==> src/rtl/rr_sample_arbiter.sv <==
// Four-requester arbiter that grants one requester at a time. A grant is held
// for HOLD cycles and then the winner's data slice is sampled. If the winner
// drops its request before the hold ends, the grant is aborted.
// mode selects round-robin (00/01), fixed priority (11) or frozen (10).
module rr_sample_arbiter #(
  parameter int HOLD = 2,  // grant-hold cycles before sampling, 1..15
  parameter int W    = 1   // per-requester data width
) (
  input  logic           clk,
  input  logic           reset,
  input  logic [3:0]     req,
  input  logic [4*W-1:0] din,
  input  logic [1:0]     mode,
  output logic [3:0]     gnt,
  output logic           busy,
  output logic [W-1:0]   dout,
  output logic           dvalid,
  output logic           abort
);

  typedef enum logic [1:0] {
    IDLE   = 2'd0,
    GRANT  = 2'd1,
    SAMPLE = 2'd2
  } state_t;

  localparam logic [1:0] MODE_FROZEN = 2'b10;
  localparam logic [1:0] MODE_FIXED  = 2'b11;
  localparam logic [3:0] HOLD_LOAD   = 4'(HOLD - 1);

  state_t         state_q, state_d;
  logic [3:0]     cnt_q, cnt_d;      // remaining GRANT cycles after this one
  logic [1:0]     ptr_q, ptr_d;      // last round-robin winner
  logic [1:0]     idx_q, idx_d;      // index of the requester holding the grant
  logic [3:0]     gnt_d;
  logic [W-1:0]   dout_d;
  logic           dvalid_d, abort_d;
  logic [1:0]     rr_idx, fp_idx;

  assign busy = (state_q != IDLE);

  // Pick the round-robin and the fixed-priority candidates from the current requests.
  always_comb begin
    // NOTE: every always_comb output gets a default first so that no path leaves it unassigned, which would infer a latch.
    rr_idx = ptr_q;
    fp_idx = 2'd0;
    // Walk downward so the last hit is the closest requester above ptr.
    for (int i = 4; i >= 1; i--) begin
      if (req[ptr_q + 2'(i)]) rr_idx = ptr_q + 2'(i);
    end
    // The lowest index wins under fixed priority.
    for (int i = 3; i >= 0; i--) begin
      if (req[i]) fp_idx = 2'(i);
    end
  end

  // Next-state and next-output logic for the IDLE/GRANT/SAMPLE controller.
  always_comb begin
    state_d  = state_q;
    cnt_d    = cnt_q;
    ptr_d    = ptr_q;
    idx_d    = idx_q;
    gnt_d    = gnt;
    dout_d   = dout;
    dvalid_d = 1'b0;
    abort_d  = 1'b0;
    unique case (state_q)
      IDLE: begin
        // mode is looked at only here, so a change mid-grant has no effect.
        if ((|req) && (mode != MODE_FROZEN)) begin
          state_d = GRANT;
          cnt_d   = HOLD_LOAD;
          if (mode == MODE_FIXED) begin
            idx_d = fp_idx;
          end else begin
            idx_d = rr_idx;
            ptr_d = rr_idx;
          end
          gnt_d = 4'b0001 << idx_d;
        end
      end
      GRANT: begin
        if (!req[idx_q]) begin
          // The winner withdrew: end the grant without sampling.
          state_d = IDLE;
          gnt_d   = 4'b0000;
          cnt_d   = 4'd0;
          abort_d = 1'b1;
        end else if (cnt_q == 4'd0) begin
          state_d  = SAMPLE;
          gnt_d    = 4'b0000;
          dout_d   = din[idx_q*W +: W];
          dvalid_d = 1'b1;
        end else begin
          cnt_d = cnt_q - 4'd1;
        end
      end
      SAMPLE: begin
        // This IDLE cycle is the minimum gap before the next grant.
        state_d = IDLE;
      end
      default: begin
        state_d = IDLE;
        gnt_d   = 4'b0000;
      end
    endcase
  end

  // State and registered outputs. Reset clears them at once and drops any transaction.
  always_ff @(posedge clk or posedge reset) begin
    if (reset) begin
      state_q <= IDLE;
      cnt_q   <= 4'd0;
      ptr_q   <= 2'd3;
      idx_q   <= 2'd0;
      gnt     <= 4'b0000;
      dout    <= '0;
      dvalid  <= 1'b0;
      abort   <= 1'b0;
    end else begin
      // NOTE: sequential state uses non-blocking assignments so that every flop samples the pre-edge values.
      state_q <= state_d;
      cnt_q   <= cnt_d;
      ptr_q   <= ptr_d;
      idx_q   <= idx_d;
      gnt     <= gnt_d;
      dout    <= dout_d;
      dvalid  <= dvalid_d;
      abort   <= abort_d;
    end
  end

endmodule

==> config.mk <==
export PLATFORM = sky130hd
export DESIGN_NAME = rr_sample_arbiter
export DESIGN_NICKNAME = d
export VERILOG_FILES = /design/src/rtl/rr_sample_arbiter.sv
export SDC_FILE = /design/constraint.sdc
export NUM_CORES = 1
export LEC_CHECK = 0
export CELL_PAD_IN_SITES_DETAIL_PLACEMENT = 1
export CELL_PAD_IN_SITES_GLOBAL_PLACEMENT = 2
export CORE_MARGIN = 1.5
export CORE_UTILIZATION = 28
export CTS_BUF_LIST = sky130_fd_sc_hd__clkbuf_4 sky130_fd_sc_hd__clkbuf_8 sky130_fd_sc_hd__clkbuf_16
export DETAILED_ROUTE_END_ITERATION = 16
export PLACE_DENSITY = 0.83
export RECOVER_POWER = 25
export REMOVE_ABC_BUFFERS = 1
export SLEW_MARGIN = 40
export SYNTH_ARGS = -nofsm -noshare
export SYNTH_HDL_FRONTEND = slang
export SYNTH_SLANG_ARGS = --single-unit
==> constraint.sdc <==
create_clock -name clk -period 1.65 [get_ports clk]
set_input_delay 0.33 -clock clk [delete_from_list [all_inputs] [get_ports clk]]
set_output_delay 0.33 -clock clk [all_outputs]
set_load 0.02 [all_outputs]
### After elaboration in Yosys (flattened, before gate mapping)

Index checks and enable logic that the tools add are counted.
Widths: inputs -> output; s select.

* register bits: 17
* latch bits: 0
* bits in writable memories: 0
* bits in read-only memories: 0
* input bits: 12
* word-level logic and storage cells: 74
* memories: 0

* add/sub/neg operators: 4
* multipliers: 0
* div/mod/pow operators: 0
* order comparisons: 4
* equal/unequal tests: 7
* shifts and indexed selects: 2
* mux-type cells: 35
* bitwise gates (word level): 2
* reduce and logical (&&, ||, !) cells: 12

Operators by type and width (count)
* $mux 2: 13
* $mux 4: 6
* $lt 2x3->1 const B: 4
* $pmux 4 s3: 1
* $reduce_and 3->1: 4
* $mux 1: 9
* $bmux 1 s2: 4
* $pmux 4 s2: 1
* $ne 3x3->1 const B: 2
* $add 2x2->2 const B: 2
* $eq 2x2->1 const B: 2
* $logic_not 4->1: 1
* $ne 2x2->1 const B: 2
* $pmux 2 s2: 1
* $reduce_and 2->1: 2
* $reduce_bool 2->1: 2
* $reduce_or 4->1: 1
* $shiftx 4x3->1: 1
* $shl 1x2->4 const A: 1
* $sub 4x1->4 const B: 1
* $add 2x1->2 const B: 1
* $eq 2x1->1 const B: 1
* $logic_not 2->1: 1
* $not 1->1: 2
* $logic_and 1x1->1: 1

### Logic depth before layout (Yosys ltp)

Gate-level depths: netlist of the first run.

* word-level depth: 12
* mapped depth: 7
* gate-level depth less buffers: 7

### Least setup slack after synthesis of the first run

No wires, ideal clock.

* path type: flip-flop to flip-flop
* start point: register cnt_q[0]
* end point: register dout
* library setup time: 125 ps
* data arrival time: 1550 ps
* data required time: 1525 ps
* path slack: -25 ps
* stages on the path, launching flop included: 7
* buffers on the path: 0
* path through: dfrtp_1 > inv_1 > ha_1 > nor2b_1 > or2b_2 > nor2_4 > mux2_4

* word-level cells in the longest chain between the ends: 2

Ends and longest elaborated chain
* start, declared: RTL line 32 `logic [3:0] cnt_q, cnt_d;`
* start signal, assigned: RTL line 123 `cnt_q <= cnt_d;`
* $logic_not 4->1: RTL line 89 `end else if (cnt_q == 4'd0) begin`
* $reduce_and 3->1 (no source line)
* end signal, assigned: RTL line 127 `dout <= dout_d;`
* end, declared: RTL line 16 `output logic [W-1:0] dout,`

No other way between the ends.
A chain may end at the register's enable or synchronous reset.

### Worst setup path in the final report of the first run

* start point: register ptr_q[0]
* end point: register idx_q[0]

* word-level cells in the longest chain between the ends: 9

Ends and longest elaborated chain
* start, declared: RTL line 33 `logic [1:0] ptr_q, ptr_d;`
* start signal, assigned: RTL line 124 `ptr_q <= ptr_d;`
* $add 2x2->2: RTL line 49 `if (req[ptr_q + 2'(i)]) rr_idx = ptr_q + 2'(i);`
* $bmux 1 s2: RTL line 49
* $mux 1 (not written as such): RTL line 49
* $mux 2 (2 in a row): RTL line 49
* $mux 2 *: RTL line 49
* $mux 2 *: RTL line 73 `if (mode == MODE_FIXED) begin`
* $mux 2 *: RTL line 70 `if ((|req) && (mode != MODE_FROZEN)) begin`
* $mux 2 *: RTL line 67 `unique case (state_q)`
* end signal, assigned: RTL line 125 `idx_q <= idx_d;`
* end, declared: RTL line 34 `logic [1:0] idx_q, idx_d;`

Mark *: on every way between the ends. The rest lies on a longest branch, timed or not. The select of a mux whose other input is x is not followed.

==> impl_metrics.csv, run 1 <==
group,metric,value,unit
synthesis,yosys.area.top_type,"sky130_fd_sc_hd__dfrtp_1",
placed_design,portBuffers,19,
route,route.antenna.remaining_nets,0,
clock_network,ctsRootBufferMaster,"sky130_fd_sc_hd__clkbuf_4",
sta,tightestPinTransition,0.9385,ns
power_and_ir_drop,p_int,1594,µW
synthesis,yosys-top-cells-count,"sky130_fd_sc_hd__dfrtp_1, sky130_fd_sc_hd__nor2_1, sky130_fd_sc_hd__inv_1, sky130_fd_sc_hd__nand2_1, sky130_fd_sc_hd__a31oi_1",
route,drc_errors,0,
clock_network,cts_buffer_depth,2,
layout,layout.nets,152,
power_and_ir_drop,clockPowerShare,9.1,%
run_status,violations,"negative setup slack",
synthesis,synth-main-ff-cell,"sky130_fd_sc_hd__dfrtp_1",
synthesis,synthTopCellsByArea,"sky130_fd_sc_hd__dfrtp_1, sky130_fd_sc_hd__dfstp_2, sky130_fd_sc_hd__nor2_1",
route,drt_iter0_markers,17,
route,route.final.wire_length,2525,µm
sta,rsz0062_at_grt,"true",
worst_hold_path,hold_path.class,"reg -> reg",
sta,totalNegativeSetupSlack,-0.002318,ns
die,die_w,61.47,µm
sta,achievable-frequency,605.2,MHz
clock_network,htreeDepth,1,
power_and_ir_drop,power.sequential.fraction,28.1,%
power_and_ir_drop,total_power,2627,µW
synthesis,yosys.cell_types.count,39,
layout,diodes,0,
power_and_ir_drop,power_per_cell_area,1816,nW/µm²
route,avgViaCountPerCell,4.967,
global_routing,vias_in_the_first_global_route,938,
die,boundaryPins,20,
layout,final_design_area_no_fill,1446,µm²
clock_network,cts_tree,"done",
die,die_h,61.47,µm
placed_design,finalWeightedCongestion,0.8685,
sta,setup_viol_count_final,1,
layout,area_growth_from_synthesis_to_layout,51.11,%
setup_path,timing.critical_path.required,1.83,ns
layout,final_layout_size_suffix_gt1_share,32.61,%
synthesis,synth_warnings,0,
setup_path,rrSetupSlack,-0.002,ns
global_routing,global_route.overflow_total,0,
global_routing,globalRouteTotalUtil,14.82,%
route,dr.pass1.iters,4,
synthesis,synth-seq-area-share,44.71,%
power_and_ir_drop,max-vdd-ir-drop,0.0007264,V
setup_path,cp-end-kind,"register",
placed_design,dp_hpwl,1967,µm
sta,final_min_period_over_clock_period,100.1,%
sta,final-hold-violation-count,0,
clock_network,postCtsHoldBufs,0,
sta,worst_slew_margin_rel,37.43,%
setup_path,rr_startpoint,"ptr_q[0]$_DFFE_PP1P_",
synthesis,asyncSetResetFlopFracSynth,100.0,%
clock_network,cts_made_buffers,3,
setup_path,timing_worst_setup_path_type,"reg -> reg",
setup_path,timing.critical_path.from_type,"register",
setup_path,worstPathArrival,1.83,ns
placed_design,post_placement_cell_area,1348,µm²
setup_path,cp_max_fo,4,
run,cap_violations,0,
clock_network,clkTransAtPathRegs,0.10,ns
sta,timing.final.max_slew_violations,0,
run_status,status,"finished, violations left",
synthesis,post-synth-top-area-fraction,39.22,%
clock_network,clkSinkCount,17,
die,floorplan.rows,21,
layout,finalCoreUtilization,43.69,%
synthesis,synth_enable_flop_cells,0,
sta,clock_skew,0.003926,ns
setup_path,worstSetupStartpoint,"ptr_q[0]$_DFFE_PP1P_",
sta,setup_ws,-0.002318,ns
route,wl_per_cell,13.72,µm
power_and_ir_drop,static-leakage-power,0.0006871,µW
global_routing,grt_first_pass_wirelength,4077,µm
worst_hold_path,hold_path_startpoint,"cnt_q[1]$_DFFE_PP0P_",
die,placeableCoreArea,3311,µm²
synthesis,synth.ff_latch_count,17,
global_routing,grt_antenna_before_repair,0,
die,start_util,28.91,%
route,route.vias.total,914,
synthesis,post-synth-top-count-cell,"sky130_fd_sc_hd__dfrtp_1",
power_and_ir_drop,power_frac_comb,62.7,%
sta,finalWorstPathRequiredPeriod,1.652,ns
die,die_area,3778,µm²
clock_network,clk-insertion-delay-late,0.28,ns
power_and_ir_drop,p_switching,1034,µW
synthesis,syn-mean-instance-area,10.29,µm²
global_routing,grt_max_degree,18,
power_and_ir_drop,sw_frac_of_total,39.34,%
synthesis,synthCells,93,
synthesis,synth_area,957.2,µm²
layout,filler_cells,402,
cell usage in the layout (no fill, tap or decap), types with 2 or more instances in the layout:
master / instances
sky130_fd_sc_hd__a21o_1: 3
sky130_fd_sc_hd__a21oi_1: 3
sky130_fd_sc_hd__a31oi_1: 4
sky130_fd_sc_hd__buf_4: 21
sky130_fd_sc_hd__clkbuf_4: 4
sky130_fd_sc_hd__clkdlybuf4s50_1: 11
sky130_fd_sc_hd__dfrtp_1: 15
sky130_fd_sc_hd__dfstp_2: 2
sky130_fd_sc_hd__dlygate4sd2_1: 4
sky130_fd_sc_hd__dlymetal6s2s_1: 2
sky130_fd_sc_hd__inv_1: 7
sky130_fd_sc_hd__mux2_4: 2
sky130_fd_sc_hd__nand2_1: 7
sky130_fd_sc_hd__nand2b_1: 2
sky130_fd_sc_hd__nand3_1: 2
sky130_fd_sc_hd__nor2_1: 11
sky130_fd_sc_hd__nor2b_4: 2
sky130_fd_sc_hd__nor3_1: 2
sky130_fd_sc_hd__o211ai_1: 2
sky130_fd_sc_hd__o22ai_1: 2
sky130_fd_sc_hd__o2bb2ai_2: 2
sky130_fd_sc_hd__or2_1: 2
power by group through the flow:
stage / registers [µW] / logic, µW / clock network [µW]
2_1_floorplan: 818 / 744 / 0
3_3_place_gp: 731 / 1460 / 0
3_5_place_dp: 735 / 1500 / 0
4_1_cts: 730 / 1550 / 253
5_1_grt: 762 / 1790 / 267
6_report: 739 / 1650 / 240
per-stage QoR:
stage               worst slack [ns]  std cells  hold WS (ns)
floorplan                   -0.02547         93        0.2546
global placement             -0.3769        177        0.4673
detailed placement           -0.3967        177        0.4764
CTS                         0.002843        183        0.3524
global route                -0.06536        184        0.5134
finish                     -0.002318        184        0.4917
worst max-delay path, stage by stage (launching register included):
cell and delay [ns]:
sky130_fd_sc_hd__dfstp_2 0.57, sky130_fd_sc_hd__nor2b_4 0.04, sky130_fd_sc_hd__o21bai_1 0.14, sky130_fd_sc_hd__a221o_1 0.31
sky130_fd_sc_hd__a21o_1 0.21, sky130_fd_sc_hd__mux2_4 0.26
timing repair:
action / in CTS / in global routing
pin swaps: 0 / 2
setup buffers: 2 / 1
setup endpoints to repair: 11 / 10
resized for setup: 9 / 11
cells by family (layout without fill, tap and decap cells):
group | Yosys count | in the layout | synth area share, %
AND/OR/NAND/NOR | 38 | 38 | 22.88
flip-flops | 17 | 17 | 44.71
multiplexers | 5 | 5 | 9.412
adder cells (fa/ha/maj) | 1 | 1 | 1.307
AO/OA/AOI/OAI | 25 | 25 | 18.95
buffers and inverters | 7 | 52 | 2.746
final timing paths:
kind                                        end  cells past startpoint
max                        idx_q[0]$_DFFE_PP0P_                      5
min                        cnt_q[1]$_DFFE_PP0P_                      1
max reg2reg                idx_q[0]$_DFFE_PP0P_                      5
min reg2reg                cnt_q[1]$_DFFE_PP0P_                      1
max in group asynchronous    gnt[3]$_DFFE_PP0P_                      3
min in group asynchronous      dvalid$_DFF_PP0_                      3
sequential cells by signal, indices dropped and copies added, names as in the netlist:
| signal | cells |
|---|---|
| abort | 1 |
| cnt_q | 4 |
| dout | 1 |
| dvalid | 1 |
| gnt | 4 |
| idx_q | 2 |
| ptr_q | 2 |
| state_q | 2 |
routing by layer:
layer	share of wire, %	track usage, %
met4	0.48	3.951
met5	0	0
met2	52	26.29
met3	3.8	3.992
met1	44	17.71
area by class of cell:
cell class / count / area (µm²) / area share [%]
timing repair buffer: 41 / 346.6 / 23.96
inverter: 7 / 26.28 / 1.817
multi-input combinational: 69 / 558.0 / 38.58
tap: 46 / 57.56 / 3.979
sequential: 17 / 427.9 / 29.58
clock buffer: 4 / 30.03 / 2.076
Note: power is estimated with default switching activity, not from simulation.
==> run 2: changes to the inputs <==
--- a/config.mk
+++ b/config.mk
@@ -5,6 +5,7 @@
 export SDC_FILE = /design/constraint.sdc
 export NUM_CORES = 1
 export LEC_CHECK = 0
+export ABC_CLOCK_PERIOD_IN_PS = 1650
 export CELL_PAD_IN_SITES_DETAIL_PLACEMENT = 1
 export CELL_PAD_IN_SITES_GLOBAL_PLACEMENT = 2
 export CORE_MARGIN = 1.5
==> results of run 2 <==
Final layout, timing and power as in run 1 (identical DEF).
